===== src/rtl/prio_strobe_pkg.sv =====
// prio_strobe_pkg: state type, default parameters and one-hot helper shared by the strobe decoder.
package prio_strobe_pkg;
  localparam int DEF_WIDTH = 8;
  localparam int DEF_CODE_W = 3;
  localparam int DEF_PULSE_LEN = 4;
  localparam int DEF_GAP_LEN = 1;
  localparam int MAX_WIDTH = 8;
  typedef enum logic [1:0] {IDLE, DRIVE, GAP} state_t;
  function automatic logic [MAX_WIDTH-1:0] onehot_of(input int unsigned code);
    return code < MAX_WIDTH ? MAX_WIDTH'(1) << code : '0;
  endfunction
endpackage


===== src/rtl/prio_strobe_decoder_if.sv =====
// prio_strobe_decoder_if: code handshake and strobe outputs of the strobe decoder.
interface prio_strobe_decoder_if import prio_strobe_pkg::*; #(
  parameter int WIDTH = DEF_WIDTH,
  parameter int CODE_W = DEF_CODE_W
) ();
  logic en, in_valid, in_ready, out_active, out_done, out_err;
  logic [CODE_W-1:0] in_code;
  logic [WIDTH-1:0] out_onehot;
  modport master (output en, in_valid, in_code, input in_ready, out_onehot, out_active, out_done, out_err);
  modport slave (input en, in_valid, in_code, output in_ready, out_onehot, out_active, out_done, out_err);
endinterface


===== src/rtl/prio_strobe_cnt.sv =====
// prio_strobe_cnt: loadable down-counter that holds at zero, shared by the strobe and guard phases.
module prio_strobe_cnt #(
  parameter int W = 3
) (
  input  logic         clk,
  input  logic         rst,
  input  logic         en,
  input  logic         load,
  input  logic [W-1:0] value,
  output logic         zero
);
  logic [W-1:0] cnt_q;
  always_ff @(posedge clk or posedge rst)
    if (rst) cnt_q <= '0;
    else if (load) cnt_q <= value;
    else if (en && !zero) cnt_q <= cnt_q - W'(1);
  assign zero = cnt_q == '0;
endmodule


===== src/rtl/prio_strobe_decoder.sv =====
// prio_strobe_decoder: expands an accepted priority code into a timed one-hot strobe plus guard gap.
// Define PRIO_STROBE_DEC_TRISTATE_EN to float out_onehot while en is low.
module prio_strobe_decoder import prio_strobe_pkg::*; #(
  parameter int WIDTH = DEF_WIDTH,
  parameter int CODE_W = DEF_CODE_W,
  parameter int PULSE_LEN = DEF_PULSE_LEN,
  parameter int GAP_LEN = DEF_GAP_LEN
) (
  input logic clk,
  input logic rst,
  prio_strobe_decoder_if.slave bus
);
  localparam int CNT_W = $clog2(PULSE_LEN > GAP_LEN ? PULSE_LEN : GAP_LEN) + 1;
  localparam logic [CNT_W-1:0] PULSE_LOAD = CNT_W'(PULSE_LEN - 1);
  localparam logic [CNT_W-1:0] GAP_LOAD = CNT_W'(GAP_LEN > 0 ? GAP_LEN - 1 : 0);
  localparam logic [CODE_W:0] CODE_LIM = (CODE_W + 1)'(WIDTH);
  state_t state_q, state_d;
  logic [WIDTH-1:0] onehot_q, mask;
  logic [CNT_W-1:0] load_val;
  logic active_q, err_q, accept, legal, load, cnt_zero;
  assign accept = bus.in_valid && bus.in_ready;
  assign legal = {1'b0, bus.in_code} < CODE_LIM;
  assign mask = WIDTH'(onehot_of(32'(bus.in_code)));
  assign bus.in_ready = bus.en && state_q == IDLE;
  assign bus.out_active = active_q && bus.en;
  assign bus.out_err = err_q;
  // an abort landing on the last strobe cycle must not report completion
  assign bus.out_done = bus.en && state_q == DRIVE && cnt_zero;
`ifdef PRIO_STROBE_DEC_TRISTATE_EN
  assign bus.out_onehot = bus.en ? onehot_q : 'z;
`else
  assign bus.out_onehot = bus.en ? onehot_q : '0;
`endif
  prio_strobe_cnt #(.W(CNT_W)) u_cnt (
    .clk(clk),
    .rst(rst),
    .en(state_q != IDLE),
    .load(load),
    .value(load_val),
    .zero(cnt_zero)
  );
  always_comb begin
    state_d = state_q;
    load = 1'b0;
    load_val = '0;
    if (!bus.en) begin
      state_d = IDLE;
      load = 1'b1;
    end else
      case (state_q)
        IDLE: if (accept && legal) begin
          state_d = DRIVE;
          load = 1'b1;
          load_val = PULSE_LOAD;
        end
        DRIVE: if (cnt_zero) begin
          state_d = GAP_LEN > 0 ? GAP : IDLE;
          load = 1'b1;
          load_val = GAP_LOAD;
        end
        GAP: if (cnt_zero) state_d = IDLE;
        default: state_d = IDLE;
      endcase
  end
  always_ff @(posedge clk or posedge rst)
    if (rst) begin
      state_q <= IDLE;
      onehot_q <= '0;
      active_q <= 1'b0;
      err_q <= 1'b0;
    end else begin
      state_q <= state_d;
      onehot_q <= state_d != DRIVE ? '0 : state_q == IDLE ? mask : onehot_q;
      active_q <= state_d == DRIVE;
      err_q <= accept && !legal;
    end
endmodule


===== src/flat_wrapper.sv =====
// flat-port wrapper written by rule: the top's interface ports become plain ports
module prio_strobe_decoder_flat import prio_strobe_pkg::*;
#(
  parameter int WIDTH = DEF_WIDTH,
  parameter int CODE_W = DEF_CODE_W,
  parameter int PULSE_LEN = DEF_PULSE_LEN,
  parameter int GAP_LEN = DEF_GAP_LEN
)
  (clk, rst, bus_en, bus_in_valid, bus_in_code, bus_in_ready, bus_out_onehot, bus_out_active, bus_out_done, bus_out_err);
  prio_strobe_decoder_if #(.WIDTH(WIDTH), .CODE_W(CODE_W)) bus_i ();
  input logic clk;
  input logic rst;
  input wire logic [$bits(bus_i.en)-1:0] bus_en;
  input wire logic [$bits(bus_i.in_valid)-1:0] bus_in_valid;
  input wire logic [$bits(bus_i.in_code)-1:0] bus_in_code;
  output wire logic [$bits(bus_i.in_ready)-1:0] bus_in_ready;
  output wire logic [$bits(bus_i.out_onehot)-1:0] bus_out_onehot;
  output wire logic [$bits(bus_i.out_active)-1:0] bus_out_active;
  output wire logic [$bits(bus_i.out_done)-1:0] bus_out_done;
  output wire logic [$bits(bus_i.out_err)-1:0] bus_out_err;
  assign bus_i.en = bus_en;
  assign bus_i.in_valid = bus_in_valid;
  assign bus_i.in_code = bus_in_code;
  assign bus_in_ready = bus_i.in_ready;
  assign bus_out_onehot = bus_i.out_onehot;
  assign bus_out_active = bus_i.out_active;
  assign bus_out_done = bus_i.out_done;
  assign bus_out_err = bus_i.out_err;
  prio_strobe_decoder #(.WIDTH(WIDTH), .CODE_W(CODE_W), .PULSE_LEN(PULSE_LEN), .GAP_LEN(GAP_LEN)) u_core (.clk(clk), .rst(rst), .bus(bus_i));
endmodule

===== config.mk =====
export PLATFORM = sky130hd
export DESIGN_NAME = prio_strobe_decoder_flat
export DESIGN_NICKNAME = d
export VERILOG_FILES = /design/src/rtl/prio_strobe_pkg.sv /design/src/rtl/prio_strobe_decoder_if.sv /design/src/rtl/prio_strobe_cnt.sv /design/src/rtl/prio_strobe_decoder.sv /design/src/flat_wrapper.sv
export SDC_FILE = /design/constraint.sdc
export NUM_CORES = 1
export LEC_CHECK = 0
export ABC_CLOCK_PERIOD_IN_PS = 1450
export CORE_ASPECT_RATIO = 0.7
export CORE_MARGIN = 5
export CORE_UTILIZATION = 30
export CTS_CLUSTER_SIZE = 8
export DETAILED_ROUTE_END_ITERATION = 12
export GPL_TIMING_DRIVEN = 0
export PLACE_DENSITY_LB_ADDON = 0.25
export SETUP_SLACK_MARGIN = 0.05
export SLEW_MARGIN = 10
export SYNTH_ARGS = -nofsm -noshare
export SYNTH_HDL_FRONTEND = slang
export SYNTH_SLANG_ARGS = --single-unit

===== constraint.sdc =====
create_clock -name clk -period 1.45 [get_ports clk]
set_input_delay 0.435 -clock clk [delete_from_list [all_inputs] [get_ports clk]]
set_output_delay 0.435 -clock clk [all_outputs]
set_load 0.005 [all_outputs]

* Yosys cells after proc, flatten, opt, wreduce, memory -nomap -nowiden
Index checks and enable logic that the tools add are counted.
** Word-level totals
- Output and inout port bits :: 12
- Input bits :: 7
- Logic and storage cells :: 39
- Register bits :: 14
** Operators by class
- Eq/ne operators :: 4
- Reductions and logical operators :: 12
- Multiplexer cells :: 17
- Shift-type cells :: 1
- Add/sub/neg operators :: 1
** Operator list (count)
- 8-bit 2-to-1 mux :: 3
- 3-bit 2-to-1 mux :: 4
- 2-bit 2-to-1 mux :: 5
- 1-bit by 3-bit left shift with 8-bit output, first input constant :: 1
- 1-bit logical AND :: 6
- 2-bit case mux with 3 select lines :: 1
- 2-bit nonzero test :: 3
- 2-bit by 1-bit equality test with 1-bit output, second input constant :: 2
- 3-bit zero test :: 1
- 1-bit 2-to-1 mux :: 3
- 3-bit by 1-bit subtractor with 3-bit output, second input constant :: 1
- 2-bit equality test, second input constant :: 1
- 2-bit zero test :: 1
- 2-bit by 1-bit != test with 1-bit output, second input constant :: 1
- 1-bit case mux with 2 select lines :: 1
- 1-bit zero test :: 1

* Depth between registers and ports, before layout
Gate-level depths: netlist of the first run.
- Depth in word-level cells :: 8
- Gate-level depth with buffers :: 6
- Depth with buffers taken out :: 6

* Modules after synthesis
From an unflattened synthesis of the first run, not the netlist that was laid out.
** Unflattened totals
- Cell total of the unflattened synthesis :: 85
- Area, all modules :: 814.5 um^2
** By module, submodules not included
- prio_strobe_decoder :: times used 1, cells each 65, seq. area each 275.3 um^2, area each 600.6 um^2
- prio_strobe_cnt :: times used 1, cells each 20, seq. area each 75.1 um^2, area each 214.0 um^2

* Worst setup path before layout of the first run
Ideal clock, no wire load.
- Path type :: register -> register
- From :: register u_core.u_cnt.cnt_q[0]
- To :: register u_core.u_cnt.cnt_q[1]
- Stages on the path, launching flop included :: 7
- Clock period less this slack :: 1421 ps
- Path buffers :: 0
- Path slack :: 29 ps
- Required time :: 1376 ps
- Arrival time :: 1347 ps
- Setup time :: 74 ps
- Cells stage by stage :: dfrtp_1 inv_1 ha_1 and2b_2 nor2_2 mux2_4 o21ai_2
** Between the ends
- Longest elaborated chain between the ends :: 5
- Elaborated cells between the ends (all ways) :: 10
- Those cells by class :: add/sub: 1; mux: 5; reduce/logical: 4
** Ends and longest elaborated chain
- start, declared :: RTL line prio_strobe_cnt.sv:12 : logic [W-1:0] cnt_q;
- start signal, assigned :: RTL line prio_strobe_cnt.sv:15 : else if (load) cnt_q <= value;
- start signal, assigned :: RTL line prio_strobe_cnt.sv:16 : else if (en && !zero) cnt_q <= cnt_q - W'(1);
- 3-bit zero test :: RTL line prio_strobe_cnt.sv:17 : assign zero = cnt_q == '0;
- 1-bit 2-to-1 mux :: RTL line prio_strobe_decoder.sv:56 : DRIVE: if (cnt_zero) begin
- 1-bit case mux with 2 select lines :: RTL line prio_strobe_decoder.sv:50 : case (state_q)
- 1-bit 2-to-1 mux :: RTL line prio_strobe_decoder.sv:46 : if (!bus.en) begin
- 3-bit 2-to-1 mux or 2-bit nonzero test (tied branches)
Parallel ways exist; a longest one is shown, timed or not. The select of a mux whose other input is x is not followed.
A chain may end at the register's enable or synchronous reset.

* Worst setup path after layout of the first run
- From :: register u_core.u_cnt.cnt_q[0]
- To :: output port bus_out_done
** Between the ends
- Longest elaborated chain between the ends :: 2
** Ends and longest elaborated chain
- 3-bit zero test :: RTL line prio_strobe_cnt.sv:17
- 1-bit logical AND :: RTL line prio_strobe_decoder.sv:28 : assign bus.out_done = bus.en && state_q == DRIVE && cnt_zero;
- end, declared :: RTL line flat_wrapper.sv:19 : output wire logic [$bits(bus_i.out_done)-1:0] bus_out_done;
Every way passes these cells.

==> impl_metrics.ini, run 1 <==
[power_and_ir_drop]
vdd_ir_drop_max_uv = 673
finalPower_mw = 1.75
powerDensity_nw_per_um2 = 1380
leakage_nw = 0.603

[drt]
remaining_drc_errors = 0
wl_per_cell_um = 13.4
final_antenna_net_count = 0
wl_mm = 2.06
dr_total_vias = 703
viasPerCell = 4.56
dr.first_iter.drc_count = 14
dr.pass1.iters = 2

[die]
chipWidth_um = 71.8
fp.dieH_um = 53.3
start_util = 0.319
dieArea_sq_um = 3820
num_rows = 15
core-area_sq_um = 2510
ios = 19

[setup_path]
crit_type = reg -> out
r2r_cells = 7
crit_path_max_fanout = 2
r2r-start = u_core.u_cnt.cnt_q[0]
crit_arrival_ps = 1270
worstPathRequired_ps = 1020
end_kind = primary output
cp-startpoint = u_core.u_cnt.cnt_q[0]
r2r_end = u_core.u_cnt.cnt_q[1]
cp-endpoint = bus_out_done
cp-start-kind = flop
r2r_slack_ps = -100

[clock_tree]
cts_tree = yes
cts_root_buf = clkbuf_8
clockBufferDepth = 2
cts_buffers = 3
clock_sinks = 14
insertion_delay_ps = 240
clk_pin_slew_ps = 50
holdBufCountCts = 0
htreeDepth = 1

[placement]
gp_congestion = 0.730
placed_area_sq_um = 1010
portBuffers = 16
dp_cells = 133
place_hpwl_mm = 1.21

[timing]
worstMarginPinSlew_ps = 542
hold_viol = 0
hold_slack_ps = 464
timing.final.ws_setup_ps = -250
period_share = 1.17
finalSetupViolCount = 12
max_clock_freq_mhz = 588
min_period_ps = 1700
drv_slew = 0
finClkSkew_ps = 0.584
relSlewSlack = 0.638
rsz0062_at_grt = true

[final_layout]
drive_gt1_frac = 0.500
utilization = 0.505
antenna_cells = 0
final_net_count = 131
final_cells = 154
area_growth_syn_to_layout_pct = 58.5
final_cell_area_sq_um = 1270

[global_route]
grt_pass1_vias = 701
grt_max_degree = 15
grt.overflow.total = 0
grtUsageTotal = 0.111
grt_pass1_wl_mm = 3.22
antenna_found_initial = 0

[synth]
synth_largest_area_cell = dfrtp_1
yosysUniqueCellTypes = 33
synth.avg_cell_area_sq_um = 9.66
synthCells = 83
synth_edf_count = 0
synthTopCellsByCount = 14 x dfrtp_1, 10 x and2_1, 7 x a21oi_1, 7 x nor2_1, 6 x nand2_1
synth_top_area_frac = 0.437
ys_seq_elements = 14
ys_seq_area_frac = 0.437
yosysWarnings = 0
yosysMostFrequentCell = dfrtp_1
synth-main-ff-cell = dfrtp_1
synthTopCellsByArea = dfrtp_1 44%, and2_1 7.8%, a21oi_1 4.4%
synth_area_sq_um = 802
async_reset_ff_frac = 1.00
syn_nets = 92

[run_status]
violations = setup timing
status = complete, but fails checks

[flow_run]
maxCapViolations = 0

[min_path]
hold_class = in -> reg
[final cells by class]
type                    count  area (sq um)
fillers                   233          1240
multi-input cells          59           473
flip-flops and latches     14           353
repair buffers             34           294
plain buffers               5          48.8
well taps                  34          42.5
clock buffers               3          41.3
inverters                   5          18.8
[timing repair]
item	4_1_cts	5_1_grt
buffers inserted	12	6
gates resized for setup	76	12
pin swaps	6	7
setup endpoints to repair	24	20
cloned	1	0
[worst min path at each step]
| stage | startpoint | to | slack, ps | cells past startpoint |
|---|---|---|---|---|
| floorplan | rst | u_core.active_q | 320 | 1 |
| global placement | u_core.onehot_q[3] | u_core.onehot_q[3] | 490 | 2 |
| detailed placement | u_core.onehot_q[0] | u_core.onehot_q[0] | 500 | 2 |
| CTS | bus_en | u_core.u_cnt.cnt_q[2] | 490 | 3 |
| global route | bus_en | u_core.u_cnt.cnt_q[1] | 480 | 3 |
| finish | bus_en | u_core.u_cnt.cnt_q[1] | 460 | 3 |
[cell families after synthesis]
logic type / after synthesis / synth area share
AND/OR/NAND/NOR: 40 / 0.314
flip-flops: 14 / 0.437
AO/OA/AOI/OAI: 13 / 0.101
buffers and inverters: 10 / 0.0702
adder cells (fa/ha/maj): 2 / 0.0312
multiplexers: 2 / 0.0312
other: 1 / 0.00468
XOR/XNOR: 1 / 0.0109
[layout by cell type, fill, tap and decap left out, drive strengths merged]
| cell type | n |
|---|---|
| nand4b | 2 |
| clkdlybuf4s50 | 4 |
| dfrtp | 14 |
| inv | 5 |
| o21a | 1 |
| nor3 | 2 |
| buf | 33 |
| mux2i | 1 |
| a22oi | 1 |
| nor4 | 1 |
| nand2 | 6 |
| nor2 | 9 |
| a21oi | 7 |
| o211ai | 1 |
| nor3b | 2 |
| and2 | 10 |
| clkbuf | 5 |
| or2 | 1 |
| nand3b | 1 |
| ha | 2 |
| conb | 1 |
| nand4 | 1 |
| nor2b | 1 |
| mux2 | 1 |
| nor4b | 2 |
| o21ai | 3 |
| xnor2 | 1 |
| and3 | 1 |
| and2b | 1 |
[worst max-delay path: stages, from the launching register on]
cell	delay (ps)
dfrtp_1	360
inv_2	60
ha_4	150
and2b_2	200
and3_4	150
buf_6	110
[through the flow]
| stage | setup WS (ps) | TNS [ps] |
|---|---|---|
| after floorplan | 35.1 | 0 |
| after global placement | -1010 | -13340 |
| after detailed placement | -994 | -13780 |
| after CTS | -251 | -1560 |
| after global routing | -280 | -1940 |
| final | -250 | -928 |
[layer usage]
| layer | global-route usage | vias up | part of all wire |
|---|---|---|---|
| met3 | 0.0361 | 4 | 0.041 |
| met2 | 0.186 | 14 | 0.47 |
| met1 | 0.135 | 335 | 0.47 |
| met4 | 0.0375 | 0 | 0.018 |
| li1 | - | 350 | - |
| met5 | 0 | - | 0 |
[report_power, final]
group	leakage (nW)	internal [mW]	switching, mW
logic	0.395	0.515	0.441
registers	0.187	0.450	0.0372
clock network	0.0216	0.184	0.129
[registers in the layout, summed over array words and instances (netlist names)]
name / count
u_core.active_q: 1
u_core.onehot_q: 8
u_core.state_q: 2
u_core.u_cnt.cnt_q: 3
Note: power is estimated with default switching activity, not from simulation.
==> run 2: changes to the inputs <==
SKIP_CTS_REPAIR_TIMING = 1   (was unset)
==> run 2 against run 1 <==
The flow still finishes with violations (setup timing). Combinational power shrank 23%. Core utilization is 5.0 points lower. Die area unchanged. Sequential share of layout area increased by 3.1 points. Setup slack worse by 56 ps. Global-route usage down 1.4 points. Register-to-register slack about the same. Total power decreased by 12%. Worst hold slack gained 24 ps. Clock power hardly changed. Cell count down 7.1%. Routed wire length fell by 12%.
==> impl_metrics.ini, run 2 (synthesis gave the netlist of run 1 again) <==
[min_path]
holdPathStages = 3
hold_class = in -> reg
min_to = u_core.u_cnt.cnt_q[1]
hp-start = bus_en

[clock_tree]
htreeDepth = 1
insertion_delay_ps = 240
clk_pin_slew_ps = 50
cts_root_buf = clkbuf_8
clock_sinks = 14
cts_buffers = 3
cts_tree = yes
clockBufferDepth = 2

[flow_run]
maxCapViolations = 0

[global_route]
grtUsageTotal = 0.0968
grt_pass1_vias = 611
grt_max_degree = 15
grt_pass1_wl_mm = 2.77
antenna_found_initial = 0
grt.overflow.total = 0

[timing]
rsz0062_at_grt = true
timing.final.ws_setup_ps = -306
hold_viol = 0
finClkSkew_ps = 0.508
hold_slack_ps = 488
drv_slew = 0
max_clock_freq_mhz = 569
period_share = 1.21
finalSetupViolCount = 11
worstMarginPinSlew_ps = 543
relSlewSlack = 0.637
min_period_ps = 1760

[final_layout]
top_register = u_core.onehot_q
top_regs = u_core.onehot_q x8, u_core.u_cnt.cnt_q x3, u_core.state_q x2
final_net_count = 120
multi_input_area_sq_um = 447
area_growth_syn_to_layout_pct = 42.7
final_cells = 143
utilization = 0.455
largest_register_ffs = 8
final_common_cell = dfrtp_1
regArea_sq_um = 353
fill_cells = 253
drive_gt1_frac = 0.394
final_cell_mix = 12 x dfrtp_1, 9 x and2_1, 7 x buf_6, 7 x a21oi_1, 7 x buf_4
antenna_cells = 0

[run_status]
violations = setup timing
status = complete, but fails checks

[setup_path]
path_delay_family = simple AND/OR/NAND/NOR gates
worstPathRequired_ps = 1020
r2r_cells = 7
worst-path-buf-inv = 2
r2r_slack_ps = -100
end_kind = primary output
crit_cells = 5
crit_path_max_fanout = 3
cpPeakStageDelay_ps = 360
crit_path_cell_trace = inv_2 -> ha_4 -> and2b_2 -> and3_4 -> buf_6
cp-start-kind = flop
r2r-start = u_core.u_cnt.cnt_q[0]
cp_slowest_cell = dfrtp_1
crit_arrival_ps = 1320
crit_type = reg -> out
r2r_end = u_core.onehot_q[5]

[drt]
dr.first_iter.drc_count = 18
viasPerCell = 4.61
remaining_drc_errors = 0
dr.pass1.iters = 4
wl_per_cell_um = 12.7
wl_mm = 1.81
dr_total_vias = 659
final_antenna_net_count = 0

[placement]
dp_cells = 133
place_hpwl_mm = 1.21
gp_congestion = 0.730
portBuffers = 16

[die]
start_util = 0.319
core-area_sq_um = 2510
num_rows = 15
dieArea_sq_um = 3820
fp.dieH_um = 53.3
chipWidth_um = 71.8
ios = 19

[power_and_ir_drop]
vdd_ir_drop_max_uv = 576
leakage_nw = 0.568
powerDensity_nw_per_um2 = 1350
==> run 2: changes by cell type in the layout (fill, tap and decap cells not counted), moves of 2 or more <==
| cell | delta |
|---|---|
| buf_6 | -3 |
| buf_2 | -6 |
| dlymetal6s2s_1 | +3 |
| clkbuf_2 | +4 |
| buf_4 | -6 |
| nand2_4 | -2 |
==> run 2: how the worst max path moves through the flow <==
stage                     startpoint        endpoint  slack [ps]
2_1_floorplan  u_core.u_cnt.cnt_q[0]    bus_out_done          40
3_3_place_gp                  bus_en  bus_out_active       -1010
3_5_place_dp                  bus_en    bus_in_ready        -990
4_1_cts                       bus_en  bus_out_active       -1000
5_1_grt        u_core.u_cnt.cnt_q[0]    bus_out_done        -340
6_report       u_core.u_cnt.cnt_q[0]    bus_out_done        -310
==> run 2: cell type report <==
| type | count | area share |
|---|---|---|
| sequential | 14 | 0.308 |
| timing repair buffer | 23 | 0.173 |
| buffer | 5 | 0.0393 |
| inverter | 5 | 0.0164 |
| multi-input combinational | 59 | 0.390 |
| tap | 34 | 0.0372 |
| clock buffer | 3 | 0.0361 |
==> run 2: metrics by stage <==
stage | total power, mW | instance area [sq um] | setup slack [ps] | setup TNS, ps
floorplan | 0.880 | 807 | 35.1 | 0
global route | 1.64 | 1140 | -339 | -2150
detailed placement | 1.02 | 1010 | -994 | -13780
CTS | 1.34 | 1050 | -1000 | -11320
global placement | 1.01 | 1010 | -1010 | -13340
finish | 1.54 | 1140 | -306 | -948
==> run 2: routing by layer <==
metal / part of all wire / wire length [um] / vias up / track usage
met4: 0.013 / 23 / 0 / 0.0375
met5: 0 / 0 / - / 0
met2: 0.46 / 831 / 15 / 0.154
li1: - / - / 329 / -
met1: 0.48 / 871 / 313 / 0.117
met3: 0.047 / 85 / 2 / 0.0398
==> run 2: power breakdown <==
part           leakage, nW  switching (mW)  internal, mW
clock network       0.0216           0.127         0.183
logic                0.360           0.348         0.386
registers            0.187          0.0482         0.450
==> run 2: worst min-delay path: cells and delay by family <==
kind | cells | cell delay (ps)
AO/OA/AOI/OAI | 2 | 150
buffers and inverters | 1 | 110
